**src/rtl/fetch_stage.sv**
```systemverilog
`default_nettype none
// ============================================================================
//  Module   : fetch_stage
//  Purpose  : Instruction-fetch stage and IF/ID pipeline register of the
//             pipelined MIPS core. Owns the PC, drives the instruction-memory
//             read request and latches returned words into IF/ID together
//             with PC+4 for the decode stage.
//  Revision : 1.0  initial release
// ----------------------------------------------------------------------------
//  Parameters
//    PC_INIT       PC value loaded on reset
//    CNT_W         width of the retired-fetch counter fetch_count
//  Ports
//    CLK           in   1      clock, all state updates on rising edge
//    nRST          in   1      synchronous active-low reset
//    ihit          in   1      imem returns a valid word for imemaddr
//    imemload      in   32     instruction word, valid when ihit=1
//    stall         in   1      hold PC and IF/ID register
//    flush         in   1      redirect fetch to redirect_pc now
//    redirect_pc   in   32     new PC, sampled when flush=1
//    halt_in       in   1      decode saw HALT in ifid_instr
//    imemREN       out  1      instruction read enable
//    imemaddr      out  32     fetch address (= pc)
//    ifid_instr    out  32     latched instruction, 0 (NOP) for a bubble
//    ifid_pcplus4  out  32     latched PC+4 of ifid_instr
//    ifid_valid    out  1      ifid_instr is a real fetched instruction
//    halted        out  1      fetch stopped by HALT
//    fetch_count   out  CNT_W  number of words latched into IF/ID
// ============================================================================
module fetch_stage #(
   parameter logic [31:0] PC_INIT = 32'h0000_0000,
   parameter int          CNT_W   = 32
) (
   input  logic             CLK,
   input  logic             nRST,
   input  logic             ihit,
   input  logic [31:0]      imemload,
   input  logic             stall,
   input  logic             flush,
   input  logic [31:0]      redirect_pc,
   input  logic             halt_in,
   output logic             imemREN,
   output logic [31:0]      imemaddr,
   output logic [31:0]      ifid_instr,
   output logic [31:0]      ifid_pcplus4,
   output logic             ifid_valid,
   output logic             halted,
   output logic [CNT_W-1:0] fetch_count
);

   // ------------------------------------------------------------------------
   // State encoding
   // ------------------------------------------------------------------------
   localparam logic [0:0] ST_FETCH  = 1'b0;
   localparam logic [0:0] ST_HALTED = 1'b1;

   localparam logic [31:0] C_NOP = 32'h0000_0000;

   // ------------------------------------------------------------------------
   // Registers and next-state values
   // ------------------------------------------------------------------------
   logic [0:0]       state_q,    state_d;
   logic [31:0]      pc_q,       pc_d;
   logic [31:0]      instr_q,    instr_d;
   logic [31:0]      pcplus4_q,  pcplus4_d;
   logic             valid_q,    valid_d;
   logic [CNT_W-1:0] count_q,    count_d;

   logic [31:0]      w_pc_plus4;
   logic             w_in_fetch;

   // Natural 32-bit wrap: 0xFFFFFFFC + 4 = 0.
   assign w_pc_plus4 = pc_q + 32'd4;
   assign w_in_fetch = (state_q == ST_FETCH);

   // ------------------------------------------------------------------------
   // Next-state logic, priority flush > halt > stall > hit > miss > halted
   // ------------------------------------------------------------------------
   always_comb begin
      state_d   = state_q;
      pc_d      = pc_q;
      instr_d   = instr_q;
      pcplus4_d = pcplus4_q;
      valid_d   = valid_q;
      count_d   = count_q;

      if (flush) begin
         // Redirect wins over everything. Any word returned this cycle
         // belongs to the wrong path and is dropped. A HALTED state is also
         // abandoned, since the HALT itself was fetched down the wrong path.
         state_d   = ST_FETCH;
         pc_d      = {redirect_pc[31:2], 2'b00};
         instr_d   = C_NOP;
         pcplus4_d = 32'd0;
         valid_d   = 1'b0;
      end else if (halt_in && !stall && w_in_fetch) begin
         // Halt only takes effect once the pipeline is moving, so a stalled
         // HALT is re-evaluated when the stall drops.
         state_d   = ST_HALTED;
         instr_d   = C_NOP;
         pcplus4_d = 32'd0;
         valid_d   = 1'b0;
      end else if (stall) begin
         // Full hold; the same address is requested again afterwards, so a
         // word returned during the stall is simply re-fetched later.
         state_d = state_q;
      end else if (w_in_fetch && ihit) begin
         pc_d      = w_pc_plus4;
         instr_d   = imemload;
         pcplus4_d = w_pc_plus4;
         valid_d   = 1'b1;
         count_d   = count_q + {{(CNT_W-1){1'b0}}, 1'b1};
      end else if (w_in_fetch) begin
         // Miss: keep requesting the same address, feed decode a bubble.
         instr_d   = C_NOP;
         pcplus4_d = 32'd0;
         valid_d   = 1'b0;
      end
      // HALTED without flush: everything holds.
   end

   // ------------------------------------------------------------------------
   // State registers
   // ------------------------------------------------------------------------
   always_ff @(posedge CLK) begin
      if (!nRST) begin
         state_q   <= ST_FETCH;
         pc_q      <= PC_INIT;
         instr_q   <= C_NOP;
         pcplus4_q <= 32'd0;
         valid_q   <= 1'b0;
         count_q   <= '0;
      end else begin
         state_q   <= state_d;
         pc_q      <= pc_d;
         instr_q   <= instr_d;
         pcplus4_q <= pcplus4_d;
         valid_q   <= valid_d;
         count_q   <= count_d;
      end
   end

   // ------------------------------------------------------------------------
   // Outputs
   // ------------------------------------------------------------------------
   assign imemREN      = w_in_fetch;
   assign imemaddr     = pc_q;
   assign ifid_instr   = instr_q;
   assign ifid_pcplus4 = pcplus4_q;
   assign ifid_valid   = valid_q;
   assign halted       = (state_q == ST_HALTED);
   assign fetch_count  = count_q;

endmodule
`default_nettype wire
```
**config.mk**
```make
export PLATFORM = sky130hd
export DESIGN_NAME = fetch_stage
export DESIGN_NICKNAME = d
export VERILOG_FILES = /design/src/rtl/fetch_stage.sv
export SDC_FILE = /design/constraint.sdc
export NUM_CORES = 1
export LEC_CHECK = 0
export ABC_AREA = 1
export BUFFER_PORTS_ARGS = -buffer_cell sky130_fd_sc_hd__buf_2
export CELL_PAD_IN_SITES_DETAIL_PLACEMENT = 0
export CELL_PAD_IN_SITES_GLOBAL_PLACEMENT = 1
export CORE_MARGIN = 1.5
export CORE_UTILIZATION = 32
export CTS_CLUSTER_DIAMETER = 120
export CTS_CLUSTER_SIZE = 20
export DETAILED_ROUTE_END_ITERATION = 6
export PLACE_DENSITY = 0.81
export SLEW_MARGIN = 15
export SYNTH_ARGS = -nofsm -noshare
export SYNTH_HDL_FRONTEND = slang
export SYNTH_SLANG_ARGS = --single-unit
```
**constraint.sdc**
```tcl
create_clock -name CLK -period 1.45 [get_ports CLK]
set_input_delay 0 -clock CLK [delete_from_list [all_inputs] [get_ports CLK]]
set_output_delay 0 -clock CLK [all_outputs]
set_load 0.01 [all_outputs]
```
---- Word-level counts from Yosys, hierarchy flattened ----
Index checks and enable logic that the tools add are counted.
word-level totals
  flip-flop bits (word level) ............. 130
  bits of input ports ..................... 70
  output and inout port bits .............. 131
  word-level logic and storage cells ...... 37
operators by class
  $add $sub $neg .......................... 2
  equality and inequality tests ........... 3
  mux-type cells .......................... 9
  bitwise logic cells ..................... 5
  reduce and logical (&&, ||, !) cells .... 11
operators by type and width
  operator                                               number
  2-to-1 mux 32 bit                                      7
  adder 32 x 1 -> 32 bit, second input constant          1
  adder 32 x 3 -> 32 bit, second input constant          1
  AND reduction 3 bit                                    2
  NOT 1 bit                                              5
  inequality test 2 x 1 -> 1 bit, second input constant  2
  AND reduction 4 bit                                    1
  logical AND 1 bit                                      3
  OR reduction 3 bit                                     1
  2-to-1 mux 1 bit                                       2
  inequality test 2 bit, second input constant           1
  AND reduction 2 bit                                    1
  nonzero test 2 bit                                     1
  OR reduction 2 bit                                     1
  logical NOT 1 bit                                      1

---- Depth between registers and ports, before layout ----
Gate-level depths: netlist of run 1.
  depth after elaboration ................. 6
  mapped depth ............................ 11
  gate-level depth less buffers ........... 11

---- Worst setup path before layout of run 1 ----
Ideal clock, no wire load.
  path kind ............................... register to register
  start point ............................. register count_q[1], in the netlist fetch_count[1]
  end point ............................... register count_q[12], in the netlist fetch_count[12]
  setup time .............................. 0.116 ns
  data arrival time ....................... 1.431 ns
  required time ........................... 1.334 ns
  path slack .............................. -0.097 ns
  stages on the path, launching flop included .. 11
  buffers on the path ..................... 0
  period minus slack after synthesis ...... 1.547 ns
  cells stage by stage .................... dfxtp_1 ha_1 nand2_1 nor2_2 nand2_1 nor2_4 nand2_2 inv_2 nand2_1 o21ai_0 nor2_1
between the ends
  word-level cells in the longest chain between the ends .. 1
RTL lines
  item                    line  text
  from (decl)             67    logic [CNT_W-1:0] count_q, count_d;
  from (signal assigned)  139   count_q <= count_d;
  adder 32 x 1 -> 32 bit  112   count_d = count_q + {{(CNT_W-1){1'b0}}, 1'b1};
No other way between the ends.
A chain may end at the register's enable or synchronous reset.

---- Worst setup path in the final report of run 1 ----
  start point ............................. register state_q, in the netlist halted
  end point ............................... register pc_q[21], in the netlist imemaddr[21]
between the ends
  word-level cells in the longest chain between the ends .. 4
  elaborated cells on any way between the ends .. 6
  classes of those cells .................. eq/ne (1); bitwise (1); reduce/logical (4)
RTL lines
  item                                                                                 line     text
  from (decl)                                                                          62       logic [0:0] state_q, state_d;
  from (signal assigned)                                                               134      state_q <= state_d;
  NOT 1 bit *                                                                          74       assign w_in_fetch = (state_q == ST_FETCH);
  logical AND 1 bit (on tied branches)                                                 96, 107
  inequality test 2 bit (no source line) / nonzero test 2 bit (equally long branches)  n/a
  AND reduction 3 bit (no source line) *                                               n/a
  to (signal assigned)                                                                 135      pc_q <= pc_d;
  to (decl)                                                                            63       logic [31:0] pc_q, pc_d;
Every way passes the cells marked *; elsewhere a longest branch is shown, timed or not.

==> results.toml, run 1 <==
[global_routing]
grt_overflow_total = 0
antenna_found_initial = 0
grt_pass1_vias = 6683
grtUsageTotal_pct = 21.26
grt_max_degree = 54
grt_pass1_wl_mm = 33.84

[worst_setup_path]
cp_slowest_cell = "dfxtp_2"
criticalPathCategory = "reg -> reg"
cp.required_ns = 1.81
crit_fanout = 7
slowest_delay_ns = 0.33
path_cells = "nor2_4, nand3_4, nor2_4, buf_6, buf_12, buf_12, nand3_4, a21oi_2"
startpoint_type = "flop"
critPathArrivalTime_ns = 1.85
crit_path_end_kind = "flop"

[layout]
fillerInstances = 1919
antenna_cells = 0
finish.utilization_pct = 55.21
nets = 1416
instances_no_fill = 1622
layout_common_cells = "330 x nand2_1, 194 x buf_2, 106 x buf_4"
areaGrowthSynthToFinish_pct = 70.19
ff_latch_area_mm2 = 0.002576
final_common_cell = "nand2_1"
multiInputGateArea_mm2 = 0.003993
drive_gt1_share_pct = 41.71

[floorplanning]
die_y_um = 143.2
ioPinCount = 201
start_util_pct = 32.44
die_area_mm2 = 0.02051
die_w_um = 143.2
rows = 51
core_area_mm2 = 0.01940

[sta]
period_share_pct = 102.8
hold_viol_final = 0
setup_violations = 17
rsz0062_at_grt = "yes"
timing.hold.ws_ns = 0.04154
slew_viol_final = 0
max_freq_mhz = 670.9
worst_slack_ns = -0.04055
fin_crit_ns = 1.491
fin_worst_skew_ns = 0.009150

[routing]
post_drt_wl_per_cell_um = 14.12
dr.pass1.iters = 5
via_per_inst = 4.582
vias = 7432
route.detailed.drc = 0
drtIter0Drc = 367
wl_mm = 22.90
ant_nets = 0

[placed_design]
place_ws_ns = -0.1262
gp_congestion = 0.9026
dp.cells = 1496
numPortBuffers = 194
dp_hpwl_mm = 15.79

[min_path]
hold_path.class = "in -> reg"

[clock_network]
cts_buffers = 17
clk_latency_ns = 0.42
clk_pin_slew_worst_paths_ns = 0.06
cts.sinks = 126
cts_root_buffer = "clkbuf_16"
cts_buffer_depth = 2
htreeDepth = 4
cts_tree = "done"

[logic_synthesis]
ys_ff_latch = 126
synth_warnings = 0
synth.avg_cell_area_um2 = 6.507
synth_area_mm2 = 0.006292
netlist_instances = 967
synth_cell_types = 34
ys_seq_area_share_pct = 40.09

[power_and_ir_drop]
leakage_nw = 4.663
ir_worst_vdd_mv = 0.8966
finalPower_mw = 9.197
cellPowerDensity_mw_per_mm2 = 858.8

[outcome]
status = "complete, but fails checks"
violations = "setup timing"

[run]
drv_cap = 0
[worst paths after layout]
path              slack [ns]  depth (start not counted)        endpoint       startpoint
setup / recovery       -0.04                          8    imemaddr[21]           halted
hold / removal          0.04                          5    imemaddr[31]  redirect_pc[31]
hold reg to reg         0.46                          2  ifid_instr[14]   ifid_instr[14]
setup reg to reg       -0.04                          8    imemaddr[21]           halted
[report_power, final]
group          total, mW  switching [mW]  leakage, nW  internal (mW)
combinational       1.11           0.588         3.33          0.525
clock               4.48            1.67        0.301           2.81
sequential          3.61          0.0739         1.04           3.53
[area by class of cell]
cell class / count / area share, %
multi-input combinational: 715 / 37.28
timing repair buffer: 394 / 26.55
sequential: 126 / 24.06
clock buffer: 20 / 4.265
inverter: 90 / 3.260
tap: 265 / 3.096
clock inverter: 12 / 1.496
[cells by family (layout without fill, tap and decap cells)]
logic type | Yosys count | count (layout) | synth area share, %
flip-flops | 126 | 126 | 40.09
other | 1 | 4 | 0.05960
AND/OR/NAND/NOR | 551 | 551 | 36.63
XOR/XNOR | 18 | 18 | 2.983
buffers and inverters | 129 | 516 | 8.113
AO/OA/AOI/OAI | 140 | 140 | 11.73
adder cells (fa/ha/maj) | 2 | 2 | 0.3976
[cells in the mapped netlist (all sizes together)]
master	number	area [µm²]
nand3	46	240.2
xor2	14	152.6
nand2	379	1443
o21a	1	7.510
a31oi	10	62.56
o21bai	4	30.03
a211oi	2	15.01
inv	90	337.8
a21oi	99	499.2
ha	2	25.02
nor3	5	30.03
and2	4	27.53
clkbuf	25	93.84
xnor2	4	35.03
conb	1	3.750
nand4	7	58.81
o21ai	24	123.9
nor2	110	505.5
dfxtp	126	2522
buf	14	78.82
[state kept, by name, summed over array words and instances, names as in the netlist]
register / count
ifid_valid: 1
imemaddr: 30
fetch_count: 32
halted: 1
ifid_instr: 32
ifid_pcplus4: 30
[critical path, delay by kind of cell, from the launching register on]
kind / cells / cell delay, ns
AOI/OAI and AO/OA: 1 / 0.13
buffers and inverters: 3 / 0.38
DFF: 1 / 0.33
and+or+nand+nor: 4 / 0.57
[per-stage QoR]
| step | area (µm²) | setup TNS [ns] |
|---|---|---|
| final | 10710 | -0.3374 |
| after global routing | 10710 | -4.556 |
| after CTS | 9738 | -0.06465 |
| after detailed placement | 8319 | -2.334 |
| after global placement | 8319 | -1.456 |
| after floorplan | 6326 | 0 |
[timing repair]
action                                  in CTS  in global routing
endpoints found under the setup margin      63                 84
cloned                                       0                  2
pin swaps                                   12                 74
hold buffers                                65                  1
buffers inserted                             3                 23
endpoints found under the hold margin       64                  1
resized for setup                           33                208
[routing by layer]
metal  part of all wire, %  track usage [%]  wire, µm  up-vias
met2                    48            35.19     11080      208
met3                   5.1            3.789      1179       29
li1                      -                -         -     3779
met1                    45            27.93     10230     3416
met5                     0                0         0        -
met4                   1.8            7.035       415        0
(Power assumes the default switching activity.)
==> run 2, diff against run 1 <==
- CORE_ASPECT_RATIO: unset -> 1.1
==> results.toml, run 2 (synthesized netlist as in run 1, its figures left out) <==
[floorplanning]
rows = 53
die_w_um = 136.7
start_util_pct = 32.83
core_area_mm2 = 0.01916
ioPinCount = 201
die_y_um = 150.1
die_area_mm2 = 0.02051

[worst_setup_path]
critPathArrivalTime_ns = 1.84
cp_slowest_cell = "dfxtp_4"
cp.required_ns = 1.81
cp_common_cell = "nor2_4"
crit_path_end = "fetch_count[22]"
reg2reg_to = "fetch_count[22]"
path_cells = "ha_4, nand2_4, nor2_4, nand2_2, nor2_4, nand2_4, nor2_4, nand2_1, nand2_1, inv_1, nor2_1"
worst-r2r-setup-slack_ns = -0.02
worstSetupStartpoint = "fetch_count[1]"
crit_path_end_kind = "flop"
r2r-start = "fetch_count[1]"
startpoint_type = "flop"
r2r_cells = 11
criticalPathCategory = "reg -> reg"
slowest_delay_ns = 0.37
crit_fanout = 4

[global_routing]
grt_max_degree = 51
antenna_found_initial = 1
grt_overflow_total = 0
grt_pass1_vias = 6740
grtUsageTotal_pct = 21.34
grt_pass1_wl_mm = 33.89

[run]
drv_cap = 0

[routing]
post_drt_wl_per_cell_um = 14.08
route.detailed.drc = 0
ant_nets = 0
drtIter0Drc = 311
vias = 7268
dr.pass1.iters = 5
via_per_inst = 4.568
wl_mm = 22.40

[clock_network]
htreeDepth = 4
cts_tree = "done"
cts.sinks = 126
cts_buffer_depth = 2
clk_pin_slew_worst_paths_ns = 0.07
cts_root_buffer = "clkbuf_16"
cts_buffers = 17
clk_latency_ns = 0.42

[layout]
drive_gt1_share_pct = 39.02
multiInputGateArea_mm2 = 0.003744
nets = 1402
instances_no_fill = 1591
fillerInstances = 1875
ff_latch_area_mm2 = 0.002592
layout_common_cells = "341 x nand2_1, 194 x buf_2, 103 x buf_4"
areaGrowthSynthToFinish_pct = 63.89
finish.utilization_pct = 53.81
final_common_cell = "nand2_1"
final_area_mm2 = 0.01031

[power_and_ir_drop]
cellPowerDensity_mw_per_mm2 = 888.7
leakage_nw = 4.467
finalPower_mw = 9.165
ir_worst_vdd_mv = 0.8406

[min_path]
hold_path.class = "in -> reg"

[sta]
period_share_pct = 101.6
fin_worst_skew_ns = 0.01234
setup_violations = 7
max_freq_mhz = 678.7
worst_slack_ns = -0.02337
rsz0062_at_grt = "yes"
fin_crit_ns = 1.473
slew_viol_final = 0
hold_viol_final = 0

[placed_design]
place_area_mm2 = 0.008272
dp.cells = 1473
dp_hpwl_mm = 15.81
numPortBuffers = 194
gp_congestion = 0.8831

[outcome]
status = "complete, but fails checks"
violations = "setup timing"
[run 2: stage by stage]
step	TNS (ns)	setup WS [ns]	hold slack, ns
after floorplan	0	0.009153	0.1438
after global placement	-1.289	-0.06820	0.2501
after detailed placement	-2.322	-0.1277	0.2541
after CTS	-0.1026	-0.03282	0.06200
after global routing	-2.518	-0.1658	0.09941
final	-0.07986	-0.02337	0.06989
[run 2: worst min path at each step]
stage | slack (ns) | endpoint | cells past startpoint | startpoint
floorplan | 0.14 | ifid_instr[21] | 2 | imemload[21]
global placement | 0.25 | ifid_instr[29] | 3 | imemload[29]
detailed placement | 0.25 | ifid_instr[19] | 3 | imemload[19]
CTS | 0.06 | halted | 5 | stall
global route | 0.1 | halted | 5 | stall
finish | 0.07 | halted | 5 | stall
[run 2: final cells by class]
cell class,count,share of cell area [%]
Antenna cell,1,0.02427
Inverter,90,3.324
Timing Repair Buffer,380,26.22
Clock buffer,18,4.259
Sequential cell,126,25.14
Multi-Input combinational cell,715,36.30
Tap cell,247,2.997
Clock inverter,14,1.735
[run 2: per-layer routing]
metal | vias to the layer above | global-route usage, % | routed length, µm
li1 | 3758 | - | -
met1 | 3303 | 26.56 | 9803
met2 | 179 | 37.06 | 11170
met3 | 28 | 4.438 | 1075
met4 | 0 | 5.798 | 354
met5 | - | 0 | 0
[run 2: repair_timing]
action | CTS | global route
resized for setup | 25 | 151
setup buffers | 3 | 14
pin swaps | 6 | 54
hold buffers | 65 | 0
endpoints found under the setup margin | 50 | 79
cloned | 0 | 3
hold endpoints to repair | 66 | 0
[run 2: report_power, final]
| group | total, mW | switching (mW) | internal [mW] | leakage (nW) |
|---|---|---|---|---|
| sequential | 3.61 | 0.0763 | 3.53 | 1.04 |
| combinational | 1.02 | 0.538 | 0.484 | 3.12 |
| clock | 4.54 | 1.75 | 2.78 | 0.306 |
[run 2: worst max-delay path: cells and delay by family, from the launching register on]
kind / cells / cell delay, ns
fa+ha+maj: 1 / 0.14
flops: 1 / 0.37
simple gates: 9 / 0.88
buf+inv: 1 / 0.04
==> run 3, diff against run 2 <==
- RECOVER_POWER: unset -> 50
==> results.toml, run 3 (synthesized netlist as in run 1, its figures left out) <==
[outcome]
status = "complete, but fails checks"
violations = "setup timing"

[worst_setup_path]
startpoint_type = "flop"
crit_path_end_kind = "flop"
cp.required_ns = 1.81
critPathArrivalTime_ns = 1.84
r2r_cells = 11
worst-r2r-setup-slack_ns = -0.02
crit_fanout = 4
reg2reg_to = "fetch_count[22]"
r2r-start = "fetch_count[1]"
criticalPathCategory = "reg -> reg"

[routing]
wl_mm = 22.41
vias = 7262
drtIter0Drc = 312
route.detailed.drc = 0
ant_nets = 0
via_per_inst = 4.564
post_drt_wl_per_cell_um = 14.09
dr.pass1.iters = 5

[global_routing]
grtUsageTotal_pct = 21.34
grt_pass1_vias = 6740
grt_pass1_wl_mm = 33.89
antenna_found_initial = 1
grt_max_degree = 51
grt_overflow_total = 0

[power_and_ir_drop]
switchingPower_mw = 2.361
finalPower_mw = 9.155
netSwitchingFraction_pct = 25.79
ir_worst_vdd_mv = 0.8370
clkPwrFrac_pct = 49.5
leakage_nw = 4.192
pwr-share-comb_pct = 11.1
p_int_mw = 6.794
seq_power_share_pct = 39.4
cellPowerDensity_mw_per_mm2 = 894.6

[min_path]
hold_path.class = "in -> reg"
hold_path_end = "halted"
min_from = "stall"
whs_path_depth = 5

[run]
drv_cap = 0

[sta]
rsz0062_at_grt = "yes"
period_share_pct = 101.7
max_freq_mhz = 678.1
fin_crit_ns = 1.475
tns_ns = -0.07428
slew_viol_final = 0
fin_worst_skew_ns = 0.01225
hold_viol_final = 0
setup_violations = 7
timing.hold.ws_ns = 0.07195
worst_slack_ns = -0.02464

[floorplanning]
rows = 53
ioPinCount = 201
die_w_um = 136.7
die_y_um = 150.1
core_area_mm2 = 0.01916
start_util_pct = 32.83
die_area_mm2 = 0.02051

[clock_network]
clk_pin_slew_worst_paths_ns = 0.06
htreeDepth = 4
cts_buffer_depth = 2
cts_buffers = 17
cts_tree = "done"
clk_latency_ns = 0.42
cts_root_buffer = "clkbuf_16"
cts.sinks = 126

[placed_design]
gp_congestion = 0.8831
dp_hpwl_mm = 15.81
numPortBuffers = 194
place_area_mm2 = 0.008272

[layout]
nets = 1402
final_common_cell = "nand2_1"
final_area_mm2 = 0.01023
finish.utilization_pct = 53.40
layout_common_cells = "341 x nand2_1, 131 x buf_2, 103 x buf_4"
drive_gt1_share_pct = 34.33
areaGrowthSynthToFinish_pct = 62.64
[run 3: changes by cell type in the layout (fill, tap and decap cells not counted)]
| cell | before | now |
|---|---|---|
| buf_2 | 194 | 131 |
| clkbuf_1 | 0 | 63 |
[run 3: critical path, stage by stage (launching register included)]
cell and delay (ns):
dfxtp_4 0.37, ha_4 0.14, nand2_4 0.05, nor2_4 0.14, nand2_2 0.09, nor2_4 0.16
nand2_4 0.10, nor2_4 0.13, nand2_1 0.07, nand2_1 0.07, inv_1 0.04, nor2_1 0.07
[run 3: power groups by stage]
stage	Clock, mW	Sequential (mW)	Combinational, mW
finish	4.53	3.61	1.02
global route	4.78	3.62	1.12
CTS	4.63	3.60	0.955
detailed placement	0	3.68	0.807
global placement	0	3.68	0.805
floorplan	0	3.72	0.360
[run 3: layout make-up]
class                      instances  area [µm²]
inverter                          90       342.8
antenna                            1       2.502
sequential                       126        2592
tap                              247       309.0
clock buffer                      18       439.2
multi-input combinational        715        3744
fill                            1911        8931
timing repair buffer             380        2625
clock inverter                    14       178.9
[run 3: how the worst max path moves through the flow]
stage / cells after the start / startpoint / end
floorplan: 10 / fetch_count[1] / fetch_count[12]
global placement: 10 / imemaddr[12] / ifid_pcplus4[31]
detailed placement: 9 / imemaddr[12] / ifid_pcplus4[31]
CTS: 10 / fetch_count[1] / fetch_count[12]
global route: 8 / fetch_count[2] / fetch_count[27]
finish: 11 / fetch_count[1] / fetch_count[22]
[run 3: per-stage QoR]
step,worst slack (ns),std cells
final,-0.02464,1591
after global routing,-0.1658,1591
after detailed placement,-0.1277,1473
after global placement,-0.06820,1473
after floorplan,0.009153,970
after CTS,-0.03282,1573
[run 3: layer usage]
layer	part of all wire [%]	track usage (%)
met4	1.5	5.798
met3	4.8	4.438
met5	0	0
met1	44	26.56
met2	50	37.06
[run 3: timing repair]
action | 4_1_cts | 5_1_grt
endpoints found under the hold margin | 66 | 0
gates cloned | 0 | 3
pin swaps | 6 | 54
resized for setup | 25 | 151
setup buffers | 3 | 14
endpoints found under the setup margin | 50 | 79
hold buffers | 65 | 0
